===== src/rtl/fetch_pkg.sv =====
// Shared types for the instruction fetch stage: FSM encoding and the
// prefetch FIFO entry layout (instruction word plus its byte address).
package fetch_pkg;

  localparam int WORD_BYTES   = 4;
  localparam int FETCH_ADDR_W = 15;
  localparam int FETCH_DATA_W = 32;

  typedef enum logic [1:0] {
    IDLE = 2'd0,
    RUN  = 2'd1,
    HOLD = 2'd2
  } fetch_state_t;

  typedef struct packed {
    logic [FETCH_DATA_W-1:0] data;
    logic [FETCH_ADDR_W-1:0] pc;
  } fetch_entry_t;

endpackage


===== src/rtl/fetch_unit_if.sv =====
// Fetch stage bus: ROM request/response side, decode valid/ready side and the
// MBIST/redirect controls. master = fetch unit, slave = its environment.
interface fetch_unit_if #(
  parameter int ADDR_W = 15,
  parameter int DATA_W = 32
);

  logic              rom_req;
  logic [ADDR_W-1:0] rom_addr;
  logic [DATA_W-1:0] rom_rdata;
  logic              rom_ready;
  logic              mbist_en;
  logic              redirect_valid;
  logic [ADDR_W-1:0] redirect_pc;
  logic              instr_valid;
  logic              instr_ready;
  logic [DATA_W-1:0] instr_data;
  logic [ADDR_W-1:0] instr_pc;
  logic              fetch_err;

  modport master (
    output rom_req, rom_addr, instr_valid, instr_data, instr_pc, fetch_err,
    input  rom_rdata, rom_ready, mbist_en, redirect_valid, redirect_pc, instr_ready
  );

  modport slave (
    input  rom_req, rom_addr, instr_valid, instr_data, instr_pc, fetch_err,
    output rom_rdata, rom_ready, mbist_en, redirect_valid, redirect_pc, instr_ready
  );

endinterface


===== src/rtl/fetch_fifo.sv =====
// Prefetch FIFO: push data lands one cycle later, head is read straight from storage;
// push+pop together is legal at any occupancy, flush empties it next cycle.
module fetch_fifo
  import fetch_pkg::*;
#(
  parameter type T     = fetch_entry_t,
  parameter int  DEPTH = 4,
  localparam int PTR_W = $clog2(DEPTH),
  localparam int CNT_W = PTR_W + 1
) (
  input  logic             clk,
  input  logic             rst,
  input  logic             push,
  input  T                 push_dat,
  input  logic             pop,
  input  logic             flush,
  output T                 head_dat,
  output logic [CNT_W-1:0] count,
  output logic             full,
  output logic             empty
);

  T                 mem [DEPTH];
  logic [PTR_W-1:0] rd_ptr;
  logic [PTR_W-1:0] wr_ptr;
  logic             do_push;
  logic             do_pop;

  assign empty    = (count == '0);
  assign full     = (count == CNT_W'(DEPTH));
  assign do_pop   = pop && !empty;
  // a pop in the same cycle frees the slot, so a full FIFO can still accept
  assign do_push  = push && (!full || do_pop);
  assign head_dat = mem[rd_ptr];

  always_ff @(posedge clk or posedge rst) begin
    if (rst) begin
      rd_ptr <= '0;
      wr_ptr <= '0;
      count  <= '0;
    end else if (flush) begin
      rd_ptr <= '0;
      wr_ptr <= '0;
      count  <= '0;
    end else begin
      if (do_push) wr_ptr <= wr_ptr + 1'b1;
      if (do_pop)  rd_ptr <= rd_ptr + 1'b1;
      count <= count + CNT_W'(do_push) - CNT_W'(do_pop);
    end
  end

  always_ff @(posedge clk or posedge rst) begin
    if (rst) begin
      for (int i = 0; i < DEPTH; i++) mem[i] <= '0;
    end else if (do_push && !flush) begin
      mem[wr_ptr] <= push_dat;
    end
  end

endmodule


===== src/rtl/fetch_unit.sv =====
// Instruction fetch: sequential word fetches to the ROM, 2 cycles from rom_req to instr_valid.
// Issue is throttled so buffered + in-flight words never exceed the FIFO; decode stalls via instr_ready.
module fetch_unit
  import fetch_pkg::*;
#(
  parameter int                ADDR_W     = FETCH_ADDR_W,
  parameter int                DATA_W     = FETCH_DATA_W,
  parameter int                FIFO_DEPTH = 4,
  parameter logic [ADDR_W-1:0] RESET_PC   = '0
) (
  input logic          clk,
  input logic          rst,
  fetch_unit_if.master bus
);

  typedef struct packed {
    logic [DATA_W-1:0] data;
    logic [ADDR_W-1:0] pc;
  } entry_t;

  localparam int                CNT_W      = $clog2(FIFO_DEPTH) + 1;
  localparam logic [ADDR_W-1:0] ALIGN_MASK = ~ADDR_W'(WORD_BYTES - 1);

  fetch_state_t      state_q;
  fetch_state_t      state_d;
  logic [ADDR_W-1:0] fetch_pc_q;
  logic [ADDR_W-1:0] inflight_pc_q;
  logic [ADDR_W-1:0] next_deliver_pc;
  logic              inflight_q;
  logic              err_q;

  logic              mbist_entry;
  logic              issue;
  logic              has_room;
  logic              instr_vld;
  logic              push;
  logic              pop;
  logic              flush;

  entry_t            push_dat;
  entry_t            head_dat;
  logic [CNT_W-1:0]  fifo_count;
  logic              fifo_full;
  logic              fifo_empty;

  fetch_fifo #(
    .T     (entry_t),
    .DEPTH (FIFO_DEPTH)
  ) u_fifo (
    .clk      (clk),
    .rst      (rst),
    .push     (push),
    .push_dat (push_dat),
    .pop      (pop),
    .flush    (flush),
    .head_dat (head_dat),
    .count    (fifo_count),
    .full     (fifo_full),
    .empty    (fifo_empty)
  );

  assign push_dat.data = bus.rom_rdata;
  assign push_dat.pc   = inflight_pc_q;

  // A word in flight will occupy a slot next cycle, so reserve it now.
  assign has_room = inflight_q ? (fifo_count < CNT_W'(FIFO_DEPTH - 1)) : !fifo_full;

  // Oldest word decode has not yet taken; MBIST entry rewinds here so nothing is lost.
  assign next_deliver_pc = !fifo_empty ? head_dat.pc :
                           inflight_q  ? inflight_pc_q : fetch_pc_q;

  always_ff @(posedge clk or posedge rst) begin
    if (rst) state_q <= IDLE;
    else     state_q <= state_d;
  end

  always_comb begin
    state_d = state_q;
    if (bus.mbist_en) begin
      state_d = HOLD;
    end else begin
      case (state_q)
        IDLE:    state_d = RUN;
        RUN:     state_d = RUN;
        HOLD:    state_d = RUN;
        default: state_d = IDLE;
      endcase
    end
  end

  always_comb begin
    mbist_entry = bus.mbist_en && (state_q != HOLD);
    issue       = (state_q == RUN) && !bus.mbist_en && !bus.redirect_valid && has_room;
    instr_vld   = !fifo_empty && !bus.mbist_en;
    pop         = instr_vld && bus.instr_ready;
    // redirect or MBIST discards whatever response lands this cycle
    push        = inflight_q && bus.rom_ready && !bus.redirect_valid && !bus.mbist_en;
    flush       = bus.redirect_valid || mbist_entry;
  end

  always_ff @(posedge clk or posedge rst) begin
    if (rst) begin
      fetch_pc_q    <= RESET_PC;
      inflight_q    <= 1'b0;
      inflight_pc_q <= RESET_PC;
      err_q         <= 1'b0;
    end else begin
      inflight_q <= issue;
      if (issue) inflight_pc_q <= fetch_pc_q;
      if (inflight_q && !bus.rom_ready) err_q <= 1'b1;

      if (bus.redirect_valid)  fetch_pc_q <= bus.redirect_pc & ALIGN_MASK;
      else if (mbist_entry)    fetch_pc_q <= next_deliver_pc;
      else if (issue)          fetch_pc_q <= fetch_pc_q + ADDR_W'(WORD_BYTES);
    end
  end

  assign bus.rom_req     = issue;
  assign bus.rom_addr    = fetch_pc_q;
  assign bus.instr_valid = instr_vld;
  assign bus.instr_data  = head_dat.data;
  assign bus.instr_pc    = head_dat.pc;
  assign bus.fetch_err   = err_q;

endmodule


===== src/flat_wrapper.sv =====
// flat-port wrapper written by rule: the top's interface ports become plain ports
module fetch_unit_flat import fetch_pkg::*;
#(
  parameter int                ADDR_W     = FETCH_ADDR_W,
  parameter int                DATA_W     = FETCH_DATA_W,
  parameter int                FIFO_DEPTH = 4,
  parameter logic [ADDR_W-1:0] RESET_PC   = '0
)
  (clk, rst, bus_rom_req, bus_rom_addr, bus_instr_valid, bus_instr_data, bus_instr_pc, bus_fetch_err, bus_rom_rdata, bus_rom_ready, bus_mbist_en, bus_redirect_valid, bus_redirect_pc, bus_instr_ready);
  fetch_unit_if #(.ADDR_W(ADDR_W), .DATA_W(DATA_W)) bus_i ();
  input logic clk;
  input logic rst;
  output wire logic [$bits(bus_i.rom_req)-1:0] bus_rom_req;
  output wire logic [$bits(bus_i.rom_addr)-1:0] bus_rom_addr;
  output wire logic [$bits(bus_i.instr_valid)-1:0] bus_instr_valid;
  output wire logic [$bits(bus_i.instr_data)-1:0] bus_instr_data;
  output wire logic [$bits(bus_i.instr_pc)-1:0] bus_instr_pc;
  output wire logic [$bits(bus_i.fetch_err)-1:0] bus_fetch_err;
  input wire logic [$bits(bus_i.rom_rdata)-1:0] bus_rom_rdata;
  input wire logic [$bits(bus_i.rom_ready)-1:0] bus_rom_ready;
  input wire logic [$bits(bus_i.mbist_en)-1:0] bus_mbist_en;
  input wire logic [$bits(bus_i.redirect_valid)-1:0] bus_redirect_valid;
  input wire logic [$bits(bus_i.redirect_pc)-1:0] bus_redirect_pc;
  input wire logic [$bits(bus_i.instr_ready)-1:0] bus_instr_ready;
  assign bus_rom_req = bus_i.rom_req;
  assign bus_rom_addr = bus_i.rom_addr;
  assign bus_instr_valid = bus_i.instr_valid;
  assign bus_instr_data = bus_i.instr_data;
  assign bus_instr_pc = bus_i.instr_pc;
  assign bus_fetch_err = bus_i.fetch_err;
  assign bus_i.rom_rdata = bus_rom_rdata;
  assign bus_i.rom_ready = bus_rom_ready;
  assign bus_i.mbist_en = bus_mbist_en;
  assign bus_i.redirect_valid = bus_redirect_valid;
  assign bus_i.redirect_pc = bus_redirect_pc;
  assign bus_i.instr_ready = bus_instr_ready;
  fetch_unit #(.ADDR_W(ADDR_W), .DATA_W(DATA_W), .FIFO_DEPTH(FIFO_DEPTH), .RESET_PC(RESET_PC)) u_core (.clk(clk), .rst(rst), .bus(bus_i));
endmodule

===== config.mk =====
export PLATFORM = sky130hd
export DESIGN_NAME = fetch_unit_flat
export DESIGN_NICKNAME = d
export VERILOG_FILES = /design/src/rtl/fetch_pkg.sv /design/src/rtl/fetch_unit_if.sv /design/src/rtl/fetch_fifo.sv /design/src/rtl/fetch_unit.sv /design/src/flat_wrapper.sv
export SDC_FILE = /design/constraint.sdc
export NUM_CORES = 1
export LEC_CHECK = 0
export BUFFER_PORTS_ARGS = -buffer_cell sky130_fd_sc_hd__buf_2
export CAP_MARGIN = 15
export CORE_ASPECT_RATIO = 0.5
export CORE_UTILIZATION = 61
export CTS_CLUSTER_DIAMETER = 60
export CTS_CLUSTER_SIZE = 30
export DETAILED_ROUTE_END_ITERATION = 6
export GPL_ROUTABILITY_DRIVEN = 0
export MAX_ROUTING_LAYER = met4
export PLACE_DENSITY = 0.84
export SYNTH_ARGS = -nofsm -noshare
export SYNTH_HDL_FRONTEND = slang
export SYNTH_HIERARCHICAL = 1
export SYNTH_SLANG_ARGS = --single-unit

===== constraint.sdc =====
create_clock -name clk -period 8.36 [get_ports clk]
set_input_delay 0.418 -clock clk [delete_from_list [all_inputs] [get_ports clk]]
set_output_delay 0.418 -clock clk [all_outputs]
set_load 0.01 [all_outputs]

======== Word level (Yosys, flattened, before mapping) ========
Cells that the tools add are included.
Widths: inputs -> output; s select.
cells by class
  $add $sub $neg .......................... 5
  multipliers ............................. 0
  divide/modulo/power cells ............... 0
  $lt $le $gt $ge ......................... 4
  eq/ne operators ......................... 5
  shift operators ......................... 0
  muxes and demuxes ....................... 19
  bitwise operators ....................... 2
  reduce and logical (&&, ||, !) cells .... 29
operators with widths
  operator               number
  $bwmux 188             1
  $mux 47                3
  $bmux 47 s2            1
  $demux 47 s2           1
  $mux 15                5
  $add 15x3->15 const B  1
  $logic_and 1x1->1      14
  $mux 2                 5
  $ge 3x3->1 const B     2
  $logic_not 1->1        6
  $not 2->3              2
  $add 2x1->2 const B    2
  $ne 4x3->1 const B     1
  $reduce_bool 2->1      2
  $add 3x1->3            1
  $eq 3x3->1 const B     1
  $logic_not 3->1        1
  $lt 3x1->1 const B     1
  $lt 3x2->1 const B     1
  $mux 3                 1
  $reduce_bool 3->1      1
  $reduce_or 3->1        1
  $sub 3x1->3            1
  $eq 2x1->1 const B     1
  other kinds (6)        8
storage, ports and cells
  register bits ........................... 229
  latch bits .............................. 0
  bits in writable memories ............... 0
  memory bits (read-only) ................. 0
  bits of input ports ..................... 53
  logic and storage cells ................. 80
  memories ................................ 0

======== Depth between registers and ports, before layout ========
Gate-level depths: netlist (run 1).
  depth after elaboration ................. 10
  gate-level depth with buffers ........... 16
  depth with buffers taken out ............ 14

======== By module ========
Netlist (run 1), hierarchy kept.
by module, submodules not included
  module      instances  cells an instance  area an instance (um2)  sequential area each (um2)
  fetch_fifo  1          503                8583.2                  4879.7
  fetch_unit  1          195                1980.6                  850.8

======== Worst setup path before layout (run 1) ========
OpenSTA, ideal clock, no wires.
  path kind ............................... flip-flop to flip-flop
  from .................................... register u_core.u_fifo.count[1]
  to ...................................... register u_core.u_fifo.count[2]
  library setup time ...................... 0.086 ns
  arrival ................................. 3.407 ns
  required time ........................... 8.274 ns
  path slack .............................. 4.867 ns
  stages on the path, launching flop included .. 17
  buffers on the path ..................... 2
  period minus slack after synthesis ...... 3.493 ns
  path through ............................ dfrtp_1 -> nor3_1 -> buf_2 -> buf_2 -> nor2_1 -> and2_1 -> nor4b_4 -> and2b_1 -> inv_1 -> ha_1 -> inv_1 -> ha_1 -> inv_1 -> fa_1 -> xor2_1 -> and2_1 -> nor3_1
between the ends
  word-level cells in the longest chain between the ends .. 10
RTL lines
  item                    RTL line            source
  start, declared         fetch_fifo.sv:18    output logic [CNT_W-1:0] count,
  start signal, assigned  fetch_fifo.sv:48    count <= count + CNT_W'(do_push) - CNT_W'(do_pop);
  $logic_not 3->1 *       fetch_fifo.sv:29    assign empty = (count == '0);
  net u_core.fifo_empty   fetch_unit.sv:44    logic fifo_empty;
  $logic_not 1->1 *       n/a
  $logic_and 1x1->1 *     fetch_unit.sv:94    instr_vld = !fifo_empty && !bus.mbist_en;
  net bus_instr_valid     flat_wrapper.sv:15  output wire logic [$bits(bus_i.instr_valid)-1:0] bus_instr_valid;
  $logic_and 1x1->1 *     fetch_unit.sv:95    pop = instr_vld && bus.instr_ready;
  net u_core.pop          fetch_unit.sv:37    logic pop;
  $logic_and 1x1->1 *     fetch_fifo.sv:31    assign do_pop = pop && !empty;
  $logic_or 1x1->1        fetch_fifo.sv:33    assign do_push = push && (!full || do_pop);
  $logic_and 1x1->1       fetch_fifo.sv:33
  $add 3x1->3             fetch_fifo.sv:48
  $sub 3x1->3 *           fetch_fifo.sv:48
  $mux 3 *                fetch_fifo.sv:41    end else if (flush) begin
The timed path passes the listed nets; every way through them passes the cells marked *.
A chain may end at the register's enable or synchronous reset.

======== Final worst setup path (run 1) ========
  from .................................... register u_core.state_q[0]
  to ...................................... register u_core/u_fifo/mem[166] (netlist name)
between the ends
  word-level cells in the longest chain between the ends .. 5
RTL lines
  item                           RTL line          source
  start, declared                fetch_unit.sv:24  fetch_state_t state_q;
  start signal, assigned         fetch_unit.sv:74  else state_q <= state_d;
  $ne 2x2->1                     fetch_unit.sv:92  mbist_entry = bus.mbist_en && (state_q != HOLD);
  $logic_and 1x1->1              fetch_unit.sv:92
  $logic_or 1x1->1               fetch_unit.sv:98  flush = bus.redirect_valid || mbist_entry;
  net u_core.flush               fetch_unit.sv:38  logic flush;
  $logic_not 1->1                fetch_fifo.sv:55  end else if (do_push && !flush) begin
  $logic_and 1x1->1              fetch_fifo.sv:55
  end signal, assigned by index  fetch_fifo.sv:56  mem[wr_ptr] <= push_dat;
  end, declared                  fetch_fifo.sv:23  T mem [DEPTH];
The timed path passes the listed nets, and every way through them passes these cells.

==> results.sh, run 1 <==
export IMPL_run_status="finished, final reports clean"
export IMPL_finalSetupTns_ns=0
export IMPL_num_fill_cells=1147
export IMPL_area_growth_pct=9.83
export IMPL_synth_edf_count=0
export IMPL_max_cap_viol_count=0
export IMPL_slowest_delay_ns=0.81
export IMPL_routed_top_layer="met4"
export IMPL_syn_inst=698
export IMPL_numClockSinks=229
export IMPL_crit_path_top_delay_cell="nor4bb_4"
export IMPL_cts_resized=0
export IMPL_syn_area_per_cell_um2=15.1
export IMPL_maxSlewHeadroom=0.341
export IMPL_synth_distinct_cells=54
export IMPL_hp_class="in2async"
export IMPL_irDropWorstVdd_mv=0.110
export IMPL_seq_area_um2=5740
export IMPL_finalNetCount=855
export IMPL_ys_flop_type="dfrtp_1"
export IMPL_synth_top_cell_area_share=0.542
export IMPL_ant_nets=0
export IMPL_antenna_found_initial=1
export IMPL_io_pins=118
export IMPL_syn_num_nets=759
export IMPL_grt_use_total=0.257
export IMPL_insertion_delay_ns=0.48
export IMPL_wl_met1_um=9860
export IMPL_critPathLaunchType="register"
export IMPL_drive_gt1_frac=0.517
export IMPL_initial_core_util=0.635
export IMPL_fin_area_um2=11600
export IMPL_grt_max_degree=111
export IMPL_multi_input_area_um2=4520
export IMPL_seq_area_frac_synth=0.542
export IMPL_end_kind="register"
export IMPL_worstSetupPathType="reg2reg"
export IMPL_routed_wl_met3_um=1060
export IMPL_drtIter0Drc=378
export IMPL_cp_num_buf_inv=2
export IMPL_finalCriticalPeriod_ns=3.52
export IMPL_synth_ff_latch_count=229
export IMPL_finalSetupViolCount=0
export IMPL_grt_first_pass_wirelength_um=34800
export IMPL_die_w_um=188
export IMPL_dp_hpwl_um=13700
export IMPL_cts_tree="built"
export IMPL_drc_errors=0
export IMPL_cp_max_fo=33
export IMPL_die_area_um2=17900
export IMPL_cp_top_family="simple AND/OR/NAND/NOR gates"
export IMPL_totalWireLength_um=21400
export IMPL_power_density_nw_per_um2=171
export IMPL_post_route_period_util=0.421
export IMPL_die_h_um=95.1
export IMPL_synth_area_leader_cell="dfrtp_1"
export IMPL_p_leak_nw=5.69
export IMPL_tightest_slew_ns=0.989
export IMPL_hold_buffers=0
export IMPL_rows=33
export IMPL_crit_required_ns=8.71
export IMPL_clock_path_buffers=3
export IMPL_io_buffers=115
export IMPL_numCtsBuffers=11
export IMPL_core_um2=16600
export IMPL_globalRoute_totalOverflow=0
export IMPL_synth_warnings=6
export IMPL_cts_root_buf="clkbuf_16"
export IMPL_final_max_slew_viol_count=0
export IMPL_skew_ns=0.0198
export IMPL_dr_total_vias=6278
export IMPL_fmax_mhz=284
export IMPL_yosys_top_cells_count="dfrtp_1, mux2_2, mux4_2, inv_1, buf_2"
export IMPL_grt_pass1_vias=6571
export IMPL_async_flop_share=1.00
export IMPL_rsz0062_at_grt="false"
export IMPL_routed_via_density=6.14
export IMPL_cts_setup_buffers=0
export IMPL_syn_cell_area_um2=10600
export IMPL_crit_chain="nand2b_1 -> a21oi_1 -> inv_1 -> nor4bb_4 -> buf_4 -> mux2_2"
export IMPL_dr_pass1_iters=5
export IMPL_wl_met2_um=10200
export IMPL_dpl_cell_area_um2=11300
export IMPL_hold_violations=0
export IMPL_wire_per_inst_um=20.9
export IMPL_htree_levels=1
export IMPL_clk_pin_slew_ns=0.12
export IMPL_synth_most_common_cell="dfrtp_1"
export IMPL_critPathArrivalTime_ns=3.87
export IMPL_synthTopCellsByArea="dfrtp_1, mux2_2, mux4_2, buf_6, mux2i_1"
-- layout by cell type (no fill, tap or decap), types with 7 or more instances in the layout --
| master | netlist | layout |
|---|---|---|
| dfrtp_1 | 229 | 227 |
| mux2_2 | 206 | 206 |
| buf_2 | 16 | 115 |
| mux4_2 | 47 | 47 |
| inv_1 | 18 | 17 |
| nand2_1 | 14 | 14 |
| a31oi_1 | 12 | 12 |
| clkbuf_16 | 0 | 11 |
| buf_4 | 5 | 11 |
| nor2_1 | 10 | 10 |
| mux2i_1 | 9 | 9 |
| nor2b_1 | 9 | 9 |
| nor3_1 | 10 | 8 |
| ha_1 | 7 | 7 |
-- cell families after synthesis --
logic type	share of synthesized area
compound gates	0.0418
xor+xnor	0.00332
fa+ha+maj	0.0102
buf+inv	0.0325
flops	0.542
mux	0.328
simple gates	0.0415
-- report_power, final --
| group | switching [mW] | internal [mW] | leakage [nW] |
|---|---|---|---|
| clock | 0.334 | 0.245 | 0.141 |
| sequential | 0.0601 | 1.15 | 3.12 |
| combinational | 0.103 | 0.0897 | 2.43 |
| total | 0.497 | 1.48 | 5.69 |
-- per-layer routing --
layer / vias to the layer above / GRT usage
met5: - / -
met4: 0 / 0.0522
met3: 27 / 0.0434
met2: 172 / 0.404
met1: 3301 / 0.360
li1: 2778 / -
-- worst min-delay path: stages --
cell,delay [ns]
buf_2,0.12
inv_1,0.05
buf_4,0.39
-- cell type report --
cell class	instances	area share
Sequential cell	229	0.494
Clock buffer	12	0.0240
Inverter	18	0.00625
Multi-Input combinational cell	406	0.389
Clock inverter	2	0.00140
Tap cell	227	0.0245
Antenna cell	1	0.000216
Timing Repair Buffer	128	0.0601
-- final timing paths --
check | slack [ns] | start | cells after the start | end
min in group clk | 0.20 | bus_redirect_pc[6] | 3 | u_core/bus.rom_addr[6]
worst max-delay path | 4.84 | u_core/state_q[0] | 6 | u_core/u_fifo/mem[166]
worst min-delay path | 0.06 | rst | 3 | u_core/bus.rom_addr[9]
worst min register to register | 0.50 | u_core/state_q[0] | 1 | u_core/state_q[0]
worst max register to register | 4.84 | u_core/state_q[0] | 6 | u_core/u_fifo/mem[166]
max in group asynchronous | 6.90 | rst | 4 | u_core/u_fifo/rd_ptr[0]
-- registers in the layout, indices dropped and copies added (netlist names) --
name	count
u_core/bus.fetch_err	1
u_core/bus.rom_addr	15
u_core/inflight_pc_q	15
u_core/inflight_q	1
u_core/state_q	2
u_core/u_fifo/count	3
u_core/u_fifo/mem	188
u_core/u_fifo/rd_ptr	2
u_core/u_fifo/wr_ptr	2
-- per-stage QoR --
stage,std cells,power [mW],setup WS (ns),hold WS [ns],util
floorplan,698,1.33,2.63,0.449,-
global placement,1006,1.41,4.60,0.451,0.677
detailed placement,1006,1.42,4.54,0.471,0.677
CTS,1020,1.99,4.54,0.0802,0.695
global route,1023,2.06,4.67,0.110,0.697
finish,1023,1.98,4.84,0.0608,0.697
(Power assumes the default switching activity.)
==> run 2: changes to the inputs <==
ABC_AREA = 1   (was not set)
CORE_UTILIZATION = 53   (was 61)
PLACE_DENSITY = 0.77   (was 0.84)
clock period = 2.9 ns   (was 8.36 ns; I/O delays follow)
==> run 2 against run 1 <==
Non-clock buffer count grew 44. Global-route usage grew 2.8 points. Combinational power grew to 2.9 times the previous value. Area after synthesis grew 3.7%. Critical path depth shrank 1. Wire length grew 34%. Flip-flop and latch count is the same. Utilization shrank 7.4 points. Critical endpoint is now bus_instr_data[31].
==> results.sh, run 2 <==
export IMPL_totalWireLength_um=28600
export IMPL_rows=36
export IMPL_maxSlewHeadroom=0.544
export IMPL_mostFrequentLayoutCell="nand2_1"
export IMPL_holdWs_ns=0.0410
export IMPL_combPwrFrac=0.094
export IMPL_ff2ff_path_depth=14
export IMPL_layout_setup_ws_ns=0.246
export IMPL_grt_first_pass_wirelength_um=47600
export IMPL_htree_levels=1
export IMPL_grt_use_total=0.284
export IMPL_synth_area_leader_cell="dfrtp_1"
export IMPL_io_buffers=115
export IMPL_grt_max_degree=117
export IMPL_drive_gt1_frac=0.121
export IMPL_worstSetupPathType="reg2out"
export IMPL_critPathLaunchType="register"
export IMPL_finalNetCount=1579
export IMPL_synth_ff_latch_count=229
export IMPL_cts_tree="built"
export IMPL_initial_core_util=0.551
export IMPL_hold_violations=0
export IMPL_synth_edf_count=0
export IMPL_cts_root_buf="clkbuf_16"
export IMPL_rsz0062_at_grt="false"
export IMPL_critPathArrivalTime_ns=2.51
export IMPL_syn_area_per_cell_um2=7.76
export IMPL_final_cell_mix="nand2_1, dfrtp_1, nor2_1"
export IMPL_clock_path_buffers=3
export IMPL_clk_pin_slew_ns=0.11
export IMPL_async_flop_share=1.00
export IMPL_drtIter0Drc=751
export IMPL_dr_pass1_iters=5
export IMPL_power_density_nw_per_um2=486
export IMPL_max_cap_viol_count=0
export IMPL_syn_num_nets=1473
export IMPL_insertion_delay_ns=0.48
export IMPL_yosys_top_cells_count="nand2_1, dfrtp_1, nor2_1, o21ai_0, o22ai_1"
export IMPL_final_max_slew_viol_count=0
export IMPL_routed_via_density=5.46
export IMPL_synth_warnings=6
export IMPL_fmax_mhz=377
export IMPL_cts_setup_buffers=0
export IMPL_globalRoute_totalOverflow=0
export IMPL_antenna_found_initial=0
export IMPL_syn_cell_area_um2=11000
export IMPL_pwr_share_clk=0.335
export IMPL_hold_depth=5
export IMPL_numCtsBuffers=12
export IMPL_syn_inst=1412
export IMPL_p_leak_nw=6.92
export IMPL_synthTopCellsByArea="dfrtp_1, nand2_1, o21ai_0, nor2_1, o22ai_1"
export IMPL_post_route_period_util=0.915
export IMPL_synth_most_common_cell="nand2_1"
export IMPL_antenna_cells=0
export IMPL_run_status="finished, final reports clean"
export IMPL_fin_cells=1788
export IMPL_largest_reg_flops=188
export IMPL_synth_distinct_cells=40
export IMPL_die_area_um2=21300
export IMPL_skew_ns=0.0178
export IMPL_num_fill_cells=1758
export IMPL_io_pins=118
export IMPL_area_growth_pct=13.1
export IMPL_dp_slack_ns=0.358
export IMPL_numClockSinks=229
export IMPL_irDropWorstVdd_mv=0.391
export IMPL_ys_flop_type="dfrtp_1"
export IMPL_switching_share=0.257
export IMPL_finalCriticalPeriod_ns=2.65
export IMPL_ant_nets=0
export IMPL_core_um2=19900
export IMPL_dr_total_vias=9757
export IMPL_dp_hpwl_um=17200
export IMPL_finalSetupTns_ns=0
export IMPL_r2r_slack_ns=0.27
export IMPL_utilization=0.624
export IMPL_p_switching_mw=1.55
export IMPL_wire_per_inst_um=16.0
export IMPL_synth_top_cell_area_share=0.523
export IMPL_finalSetupViolCount=0
export IMPL_hp_class="in2reg"
export IMPL_cp_max_fo=50
export IMPL_seqPwrFrac=0.571
export IMPL_tightest_slew_ns=0.683
export IMPL_top_register="u_core/u_fifo/mem"
export IMPL_drc_errors=0
export IMPL_grt_pass1_vias=9444
export IMPL_die_w_um=205
export IMPL_end_kind="primary output"
export IMPL_dp_cells=1734
export IMPL_seq_area_frac_synth=0.523
export IMPL_crit_required_ns=2.76
export IMPL_die_h_um=104
export IMPL_internal_power_mw=4.47
[run 2: cell types whose count changed after synthesis, sizes merged, moves of 7 or more]
| cell | delta |
|---|---|
| a21oi | +7 |
| a31oi | -12 |
| buf | +22 |
| clkbuf | +13 |
| inv | +34 |
| mux2 | -206 |
| mux2i | -7 |
| mux4 | -47 |
| nand2 | +657 |
| nand3 | +17 |
| nor2 | +120 |
| nor2b | -9 |
| o21ai | +124 |
| o22ai | +49 |
[run 2: cells by family after synthesis]
| logic type | synth area share |
|---|---|
| flip-flops | 0.523 |
| AO/OA/AOI/OAI | 0.0979 |
| adder cells (fa/ha/maj) | 0.00982 |
| XOR/XNOR | 0.00160 |
| multiplexers | 0.00183 |
| buffers and inverters | 0.0632 |
| AND/OR/NAND/NOR | 0.303 |
[run 2: final cells by class]
class | count | area [µm²] | share of cell area
clock buffers | 14 | 339 | 0.0274
clock inverters | 4 | 73.8 | 0.00596
inverters | 52 | 201 | 0.0163
multi-input cells | 1051 | 4550 | 0.367
flip-flops and latches | 229 | 5730 | 0.463
well taps | 266 | 333 | 0.0269
repair buffers | 172 | 1160 | 0.0933
[run 2: metrics by stage]
stage	power (mW)	area, µm²
CTS	6.08	12400
finish	6.02	12400
global placement	4.00	11600
detailed placement	4.02	11600
global route	6.28	12400
floorplan	3.78	11000
[run 2: worst max-delay path, cell delays in order (launching register included)]
cell	delay, ns
dfrtp_2	0.38
buf_4	0.44
buf_4	0.54
o21ai_0	0.17
o22ai_1	0.28
buf_2	0.18
[run 2: routing by layer]
metal,track usage,wire (µm)
met3,0.0289,1950
met5,-,0
met4,0.0524,373
met2,0.451,13300
met1,0.401,13000
[run 2: final timing paths]
path                                     endpoint               startpoint
min reg2reg                     u_core/state_q[0]        u_core/state_q[0]
min in group asynchronous   u_core/u_fifo/mem[56]                      rst
min                        u_core/bus.rom_addr[2]       bus_redirect_pc[2]
max                            bus_instr_data[31]  u_core/u_fifo/rd_ptr[0]
max reg2reg                u_core/u_fifo/count[2]   u_core/u_fifo/count[2]
max in group asynchronous   u_core/u_fifo/mem[83]                      rst
[run 2: power groups by stage]
stage | clock network [mW] | logic, mW | registers (mW)
2_1_floorplan | 0 | 0.316 | 3.47
3_3_place_gp | 0 | 0.513 | 3.49
3_5_place_dp | 0 | 0.526 | 3.49
4_1_cts | 2.08 | 0.569 | 3.43
5_1_grt | 2.18 | 0.640 | 3.46
6_report | 2.02 | 0.568 | 3.44
[run 2: what timing repair did]
action,4_1_cts,5_1_grt
endpoints found under the hold margin,182,0
gates resized for setup,0,0
hold buffers,36,0
==> run 3: changes to the inputs <==
CELL_PAD_IN_SITES_DETAIL_PLACEMENT = 0   (was not set)
CELL_PAD_IN_SITES_GLOBAL_PLACEMENT = 2   (was not set)
CORE_UTILIZATION = 31   (was 53)
==> run 3 against run 2 <==
Critical endpoint is now bus_instr_data[3]. Sequential power barely moved. Non-clock buffer count rose by 6. Wire length rose by 19%. First-iteration DRC count fell by 9.3%. Largest power group unchanged. Sequential share of layout area fell by 1.9 points. Fmax fell by 2.3%. Highest routed layer unchanged. Global-route usage fell by 8.7 points. Clock-buffer cell count rose by 7. Setup slack got worse by 0.064 ns. Die area rose by 70%. Flip-flop and latch count did not move.
==> results.sh, run 3 (same netlist as run 2, synthesis figures left out) <==
export IMPL_finalCriticalPeriod_ns=2.72
export IMPL_worstSetupPathType="reg2out"
export IMPL_grt_pass1_vias=9628
export IMPL_clock_path_buffers=3
export IMPL_globalRoute_totalOverflow=0
export IMPL_antenna_found_initial=0
export IMPL_grt_use_total=0.198
export IMPL_drive_gt1_frac=0.130
export IMPL_seq_area_um2=5730
export IMPL_total_power_mw=6.72
export IMPL_utilization=0.373
export IMPL_grt_max_degree=60
export IMPL_rsz0062_at_grt="false"
export IMPL_power_density_nw_per_um2=520
export IMPL_io_pins=118
export IMPL_fin_area_um2=12900
export IMPL_dr_total_vias=9563
export IMPL_finalSetupTns_ns=0
export IMPL_tightest_slew_ns=0.727
export IMPL_initial_core_util=0.316
export IMPL_end_kind="primary output"
export IMPL_rows=48
export IMPL_core_um2=34700
export IMPL_top_register="u_core/u_fifo/mem"
export IMPL_hp_class="in2reg"
export IMPL_p_leak_nw=7.06
export IMPL_cts_root_buf="clkbuf_16"
export IMPL_io_buffers=115
export IMPL_finalNetCount=1591
export IMPL_holdWs_ns=0.0134
export IMPL_final_max_slew_viol_count=0
export IMPL_clk_pin_slew_ns=0.09
export IMPL_htree_levels=1
export IMPL_numCtsBuffers=18
export IMPL_dp_hpwl_um=19700
export IMPL_skew_ns=0.0165
export IMPL_antenna_cells=0
export IMPL_drc_errors=0
export IMPL_critPathLaunchType="register"
export IMPL_grt_first_pass_wirelength_um=54000
export IMPL_cp_max_fo=59
export IMPL_final_cell_mix="nand2_1, dfrtp_1, nor2_1"
export IMPL_die_h_um=135
export IMPL_critPathArrivalTime_ns=2.57
export IMPL_run_status="finished, final reports clean"
export IMPL_area_growth_pct=18.0
export IMPL_die_w_um=268
export IMPL_cts_tree="built"
export IMPL_finalSetupViolCount=0
export IMPL_num_fill_cells=3637
export IMPL_max_cap_viol_count=0
export IMPL_numClockSinks=229
export IMPL_drtIter0Drc=681
export IMPL_mostFrequentLayoutCell="nand2_1"
export IMPL_totalWireLength_um=34000
export IMPL_largest_reg_flops=188
export IMPL_dpl_cell_area_um2=11900
export IMPL_hold_violations=0
export IMPL_irDropWorstVdd_mv=0.341
export IMPL_dr_pass1_iters=5
export IMPL_fmax_mhz=368
export IMPL_die_area_um2=36100
export IMPL_crit_required_ns=2.76
export IMPL_insertion_delay_ns=0.52
export IMPL_routed_via_density=4.74
export IMPL_ant_nets=0
export IMPL_cts_resized=0
export IMPL_multi_input_area_um2=4550
export IMPL_maxSlewHeadroom=0.515
export IMPL_post_route_period_util=0.937
export IMPL_wire_per_inst_um=16.8
run 3: path summary, 6_finish.rpt:
kind / from / to / slack, ns / cells after the start
setup reg to reg: u_core/u_fifo/count[2] / u_core/u_fifo/count[2] / 0.26 / 14
setup / recovery: u_core/u_fifo/rd_ptr[0] / bus_instr_data[3] / 0.18 / 5
max in group asynchronous: rst / u_core/u_fifo/mem[130] / 1.59 / 4
hold / removal: bus_redirect_pc[2] / u_core/bus.rom_addr[2] / 0.01 / 5
min in group asynchronous: rst / u_core/u_fifo/rd_ptr[0] / 0.31 / 3
hold reg to reg: u_core/state_q[0] / u_core/state_q[0] / 0.45 / 1
run 3: area by class of cell:
class / count / share of cell area
Inverter: 52 / 0.0156
Tap cell: 475 / 0.0460
Clock inverter: 11 / 0.00949
Sequential cell: 229 / 0.443
Clock buffer: 21 / 0.0381
Timing Repair Buffer: 178 / 0.0952
Multi-Input combinational cell: 1051 / 0.352
run 3: what timing repair did:
action | in CTS | in global routing
setup buffers | 0 | 0
hold endpoints to repair | 191 | 0
hold buffers | 38 | 0
run 3: stage by stage:
stage               std cells  setup WS (ns)
floorplan                1412          0.237
global placement         1947          0.417
detailed placement       1947          0.332
CTS                      2017          0.169
global route             2017         0.0464
finish                   2017          0.182
run 3: routing by layer:
metal / wire [µm] / vias up / track usage
li1: - / 4682 / -
met1: 16200 / 4627 / 0.263
met2: 15700 / 208 / 0.321
met3: 1490 / 46 / 0.0284
met4: 558 / 0 / 0.0422
met5: 0 / - / -
run 3: critical path, stage by stage, from the launching register on:
cell and delay [ns]:
dfrtp_2 0.37, buf_4 0.56, buf_4 0.52, o21ai_0 0.13, o22ai_1 0.26, buf_2 0.19
run 3: power breakdown:
part           switching (mW)  internal (mW)  total, mW
Combinational           0.361          0.225      0.586
Sequential              0.145           3.30       3.44
Clock                    1.33           1.36       2.70
Total                    1.84           4.88       6.72
